[src/rtl/d_mem_arbiter.sv]
// d_mem_arbiter: serialises core (port 0) and debug/loader (port 1) accesses to a single-port
// data memory as IDLE -> ACCESS -> RESP, with registered memory controls and one-cycle acks.
module d_mem_arbiter #(
    parameter int unsigned DEPTH      = 256,
    parameter bit          FIXED_PRIO = 1'b0
) (
    input  logic        clk,
    input  logic        rst_n,
    input  logic        req0,
    input  logic        req1,
    input  logic        we0,
    input  logic        we1,
    input  logic [31:0] addr0,
    input  logic [31:0] addr1,
    input  logic [31:0] wdata0,
    input  logic [31:0] wdata1,
    output logic        ack0,
    output logic        ack1,
    output logic        err0,
    output logic        err1,
    output logic [31:0] rdata0,
    output logic [31:0] rdata1,
    output logic [31:0] mem_address,
    output logic [31:0] write_data,
    output logic        MemRead,
    output logic        MemWrite,
    input  logic [31:0] read_data
);

    typedef enum logic [1:0] {
        IDLE   = 2'd0,
        ACCESS = 2'd1,
        RESP   = 2'd2
    } state_e;

    localparam logic [31:0] DepthW = 32'(DEPTH);

    state_e      state_q;
    logic        lastGrant_q;
    logic        gnt_q;
    logic        we_q;
    logic        err_q;

    logic        winner;
    logic        selWe;
    logic        selOor;
    logic [31:0] selAddr;
    logic [31:0] selWdata;

    // On a tie, round-robin hands the grant to whichever port did not win last time.
    always_comb begin
        winner = 1'b0;
        if (req0 && req1) begin
            winner = FIXED_PRIO ? 1'b0 : ~lastGrant_q;
        end else if (req1) begin
            winner = 1'b1;
        end
        selWe    = winner ? we1 : we0;
        selAddr  = winner ? addr1 : addr0;
        selWdata = winner ? wdata1 : wdata0;
        selOor   = (selAddr >= DepthW);
    end

    always_ff @(posedge clk or negedge rst_n) begin
        if (!rst_n) begin
            state_q     <= IDLE;
            lastGrant_q <= 1'b1;
            gnt_q       <= 1'b0;
            we_q        <= 1'b0;
            err_q       <= 1'b0;
            ack0        <= 1'b0;
            ack1        <= 1'b0;
            err0        <= 1'b0;
            err1        <= 1'b0;
            rdata0      <= '0;
            rdata1      <= '0;
            mem_address <= '0;
            write_data  <= '0;
            MemRead     <= 1'b0;
            MemWrite    <= 1'b0;
        end else begin
            ack0 <= 1'b0;
            ack1 <= 1'b0;
            err0 <= 1'b0;
            err1 <= 1'b0;
            case (state_q)
                IDLE: begin
                    if (req0 || req1) begin
                        gnt_q       <= winner;
                        we_q        <= selWe;
                        err_q       <= selOor;
                        lastGrant_q <= winner;
                        // Out-of-range accesses skip the memory entirely and answer at once.
                        if (selOor) begin
                            ack0    <= ~winner;
                            ack1    <= winner;
                            err0    <= ~winner;
                            err1    <= winner;
                            state_q <= RESP;
                        end else begin
                            mem_address <= selAddr;
                            write_data  <= selWdata;
                            MemRead     <= ~selWe;
                            MemWrite    <= selWe;
                            state_q     <= ACCESS;
                        end
                    end
                end
                ACCESS: begin
                    MemRead  <= 1'b0;
                    MemWrite <= 1'b0;
                    if (!we_q) begin
                        if (gnt_q) begin
                            rdata1 <= read_data;
                        end else begin
                            rdata0 <= read_data;
                        end
                    end
                    ack0    <= ~gnt_q;
                    ack1    <= gnt_q;
                    err0    <= ~gnt_q & err_q;
                    err1    <= gnt_q & err_q;
                    state_q <= RESP;
                end
                RESP: begin
                    state_q <= IDLE;
                end
                default: begin
                    state_q <= IDLE;
                end
            endcase
        end
    end

endmodule

[config.mk]
export PLATFORM = sky130hd
export DESIGN_NAME = d_mem_arbiter
export DESIGN_NICKNAME = d
export VERILOG_FILES = /design/src/rtl/d_mem_arbiter.sv
export SDC_FILE = /design/constraint.sdc
export NUM_CORES = 1
export LEC_CHECK = 0
export ABC_AREA = 0
export BUFFER_PORTS_ARGS = -buffer_cell sky130_fd_sc_hd__buf_2
export CAP_MARGIN = 20
export CORE_MARGIN = 2
export CORE_UTILIZATION = 30
export DETAILED_ROUTE_END_ITERATION = 8
export HOLD_SLACK_MARGIN = 0.15
export MAX_ROUTING_LAYER = met4
export PLACE_DENSITY_LB_ADDON = 0.12
export SLEW_MARGIN = 5
export SYNTH_ARGS = -nofsm -noshare
export SYNTH_HDL_FRONTEND = slang
export SYNTH_SLANG_ARGS = --single-unit
[constraint.sdc]
create_clock -name clk -period 2.2 [get_ports clk]
set_clock_uncertainty 0.05 [all_clocks]
set_input_delay 0.33 -clock clk [delete_from_list [all_inputs] [get_ports clk]]
set_output_delay 0.33 -clock clk [all_outputs]
set_load 0.05 [all_outputs]
* After elaboration in Yosys (flattened, before gate mapping) *
Index checks and enable logic that the tools add are counted.

cells by class
  magnitude comparators = 1
  equal/unequal tests = 3
  multiplexer cells = 22
  bitwise operators = 8
  reductions and logical operators = 9

operator list
  cell                                                                                  count
  32-bit two-way mux                                                                    2
  32-bit by 9-bit greater-or-equal comparator with 1-bit output, second input constant  1
  1-bit one-hot mux with 2 select lines                                                 6
  3-bit AND reduction                                                                   4
  1-bit two-way mux                                                                     11
  1-bit inverter                                                                        6
  2-bit two-way mux                                                                     2
  2-bit != test, second input constant                                                  2
  2-bit one-hot mux with 2 select lines                                                 1
  1-bit AND                                                                             2
  2-bit by 1-bit == test with 1-bit output, second input constant                       1
  2-bit logical NOT                                                                     1
  2-bit AND reduction                                                                   1
  2-bit nonzero test                                                                    1
  1-bit logical AND                                                                     1
  1-bit logical OR                                                                      1

storage, ports and cells
  flip-flop bits (word level) = 140
  input bits = 166

* Longest topological paths before layout *
  depth in word-level cells = 7
  depth in mapped cells = 7
  mapped depth without buffers = 5

* Worst setup path before layout *
Ideal clock, no wire load.

  path kind = input -> register
  start = input addr0[24]
  end = register mem_address[0]
  setup time = 0.127 ns
  arrival time = 2.174 ns
  required time = 2.023 ns
  path slack = -0.151 ns
  stages = 6
  path through = or4_1 or4_4 a21oi_4 buf_12 buf_8 mux2_1

between the ends
  longest elaborated chain between the ends = 4

RTL lines
  item                                                           line  text
  start, declared                                                13    input logic [31:0] addr0,
  32-bit two-way mux                                             59    selAddr = winner ? addr1 : addr0;
  32-bit by 9-bit greater-or-equal comparator with 1-bit output  61    selOor = (selAddr >= DepthW);
  1-bit inverter (no line)                                       --
  3-bit AND reduction (no line)                                  --
  end signal, assigned                                           101   mem_address <= selAddr;
  end, declared                                                  23    output logic [31:0] mem_address,

Every way passes these cells.
A chain may end at the register's enable or synchronous reset.

* Worst setup path after layout *
  start = input req0
  end = register mem_address[4]

between the ends
  longest elaborated chain between the ends = 6
  elaborated cells between the ends (all ways) = 7
  classes of those cells = order compare: 1; mux: 2; bitwise: 1; reduce/logical: 3

RTL lines
  item                                                           line  text
  start, declared                                                9     input logic req0,
  1-bit logical AND                                              53    if (req0 && req1) begin
  1-bit two-way mux                                              53
  32-bit two-way mux                                             59
  32-bit by 9-bit greater-or-equal comparator with 1-bit output  61
  1-bit inverter (no line)                                       --
  3-bit AND reduction (no line)                                  --

Several ways; a longest one is shown, not always the timed one.

==> impl_metrics.tcl <==
set metrics [dict create \
    cts_buffers 17 \
    ir_drop_mv 0.4789 \
    multi_input_area_sq_um 2251 \
    fmax_mhz 464.9 \
    drc_errors 0 \
    worst_slew_pin_slew_ps 454.8 \
    setup_ws_ps 48.87 \
    layout_commonest_cell "buf_2" \
    yosys_register_bits 140 \
    dp.final_hpwl_mm 11.90 \
    cts_tree "built" \
    path_clk_slew_ps 60 \
    start_util_pct 30.38 \
    die_y_um 144.2 \
    hold_violations 0 \
    ant_nets 0 \
    cp.required_ps 2440 \
    arrival_ps 2390 \
    cap_violations 0 \
    first_iter_violations 133 \
    h-tree-depth 4 \
    ys_warn_count 0 \
    seqCellArea_sq_um 3505 \
    ff2ff_setup_slack_ps 60 \
    synth_ff_type "dfrtp_1" \
    yosysTopAreaCell "dfrtp_1" \
    place_congestion 0.7980 \
    drt_wl_total_mm 15.93 \
    critPathMaxFanout 12 \
    core_sq_um 19400 \
    worstSetupPathType "in -> reg" \
    design_area_sq_um 8792 \
    track_usage_pct 15.78 \
    worstSetupEndpointType "flop" \
    place_ws_ps -417.7 \
    n_antenna_cell 0 \
    clk_path_buf_depth 2 \
    p_leak_nw 4.844 \
    power_density_nw_per_um2 665.4 \
    period_needed_ps 2151 \
    fp.dieW_um 144.2 \
    finalSetupViolCount 0 \
    placedInstanceArea_sq_um 7823 \
    rows 51 \
    syn-num-nets 549 \
    cts-root-buf "clkbuf_16" \
    relSlewSlack_pct 69.40 \
    nFillCells 1879 \
    syn-cell-area_sq_um 5893 \
    status "completed" \
    synth.area.top_cells "dfrtp_1, mux2_2, mux2_4" \
    final_cell_mix "buf_2, dfrtp_1, mux2_2" \
    synthCells 383 \
    fin_crit_sh_pct 97.78 \
    vias 4476 \
    clk_latency_ps 410 \
    drtPass1Iterations 4 \
    fp.dieArea_sq_um 20780 \
    seq_area_frac_synth_pct 59.47 \
    synth_edf_count 0 \
    slew_viol_final 0 \
    yosysUniqueCellTypes 35 \
    ioPinCount 300 \
    yosysTopAreaCellShare_pct 59.02 \
    grt_start_max_net_pins 47 \
    startpoint_type "input pin" \
    rsz0062_at_grt "false" \
    synthArstFlopShare_pct 100.0 \
    hp-class "in -> reg" \
    holdWs_ps 213.5 \
    area_delta_synth_final_pct 49.19 \
    overflow 0 \
    antenna_found_initial 0 \
    nets 905 \
    clock-sinks 140 \
    io_buffers 299 \
    wl_per_cell_um 15.66 \
    grt_pass1_wl_mm 24.21 \
    post_drt_via_cell_ratio 4.401 \
    synth.avg_cell_area_sq_um 15.39 \
    grt_pass1_vias 4830 \
    power.total_mw 5.850 \
    drive_above_1_share_pct 66.89 \
]
synth_stat cells, types with 2 or more instances:
library cell / instances
and4_1: 2
mux2_2: 109
o21ai_0: 2
clkbuf_1: 10
inv_1: 3
a31oi_1: 2
o311ai_0: 2
mux2_1: 5
a21oi_1: 3
a21boi_0: 2
nor2_1: 3
nand2_1: 7
buf_2: 5
or4_1: 2
nor4_1: 11
nor3_1: 2
buf_12: 4
nand4_1: 2
nor2b_1: 24
mux2_4: 30
dfrtp_1: 139
sequential cells by signal, summed over array words and instances, names as in the netlist:
signal,cells
we_q,1
state_q,2
mem_address,32
MemRead,1
err0,1
err1,1
rdata0,32
err_q,1
ack1,1
gnt_q,1
rdata1,32
MemWrite,1
lastGrant_q,1
ack0,1
write_data,32
power breakdown:
part           switching (mW)  internal [mW]  total [mW]
combinational           0.254          0.301       0.555
sequential             0.0279           2.61        2.63
clock                    1.17           1.49        2.66
total                    1.45           4.40        5.85
routing by layer:
| layer | up-vias | wire (um) | global-route usage [%] | share of wire (%) |
|---|---|---|---|---|
| met5 | - | 0 | - | 0 |
| li1 | 2094 | - | - | - |
| met2 | 171 | 8586 | 28.10 | 54 |
| met1 | 2199 | 6219 | 17.26 | 39 |
| met3 | 12 | 940 | 4.470 | 5.9 |
| met4 | 0 | 182 | 4.548 | 1.1 |
cell families after synthesis:
kind of cell | count (synthesis) | synth area share, %
simple gates | 59 | 6.051
compound gates | 16 | 2.017
buf+inv | 23 | 2.866
flops | 140 | 59.47
mux | 145 | 29.60
per-stage QoR:
stage               TNS [ps]  std cells  utilization [%]
floorplan              -4710        383                -
global placement      -19550        947            40.33
detailed placement    -20310        947            40.33
CTS                        0       1015            45.01
global route               0       1017            45.32
finish                     0       1017            45.32
final cells by class:
cell class / count / share of cell area [%]
repair buffers: 357 / 24.36
inverters: 3 / 0.1281
well taps: 265 / 3.771
clock inverters: 14 / 1.281
flip-flops and latches: 140 / 39.86
multi-input cells: 220 / 25.60
clock buffers: 18 / 4.995
path summary, 6_finish.rpt:
path                                  end  cells after the start      startpoint
max in group asynchronous      rdata1[24]                      3           rst_n
min in group asynchronous      rdata1[17]                      2           rst_n
hold reg to reg            write_data[29]                      1  write_data[29]
setup reg to reg           mem_address[4]                      6     lastGrant_q
setup / recovery           mem_address[4]                      8            req0
hold / removal             mem_address[0]                      3        addr0[0]
critical path: stages:
cell and delay, ps:
dlygate4sd3_1 530, buf_2 140, a21boi_4 60, or4_4 520
a21oi_4 170, buf_12 150, buf_12 150, mux2_2 340
timing repair:
action / 4_1_cts / 5_1_grt
gates cloned: 0 / 1
hold endpoints to repair: 106 / 0
hold buffers: 35 / 0
setup endpoints to repair: 10 / 26
resized for setup: 0 / 4
buffers inserted: 1 / 1
No activity file was read; power rests on OpenSTA's default activity.
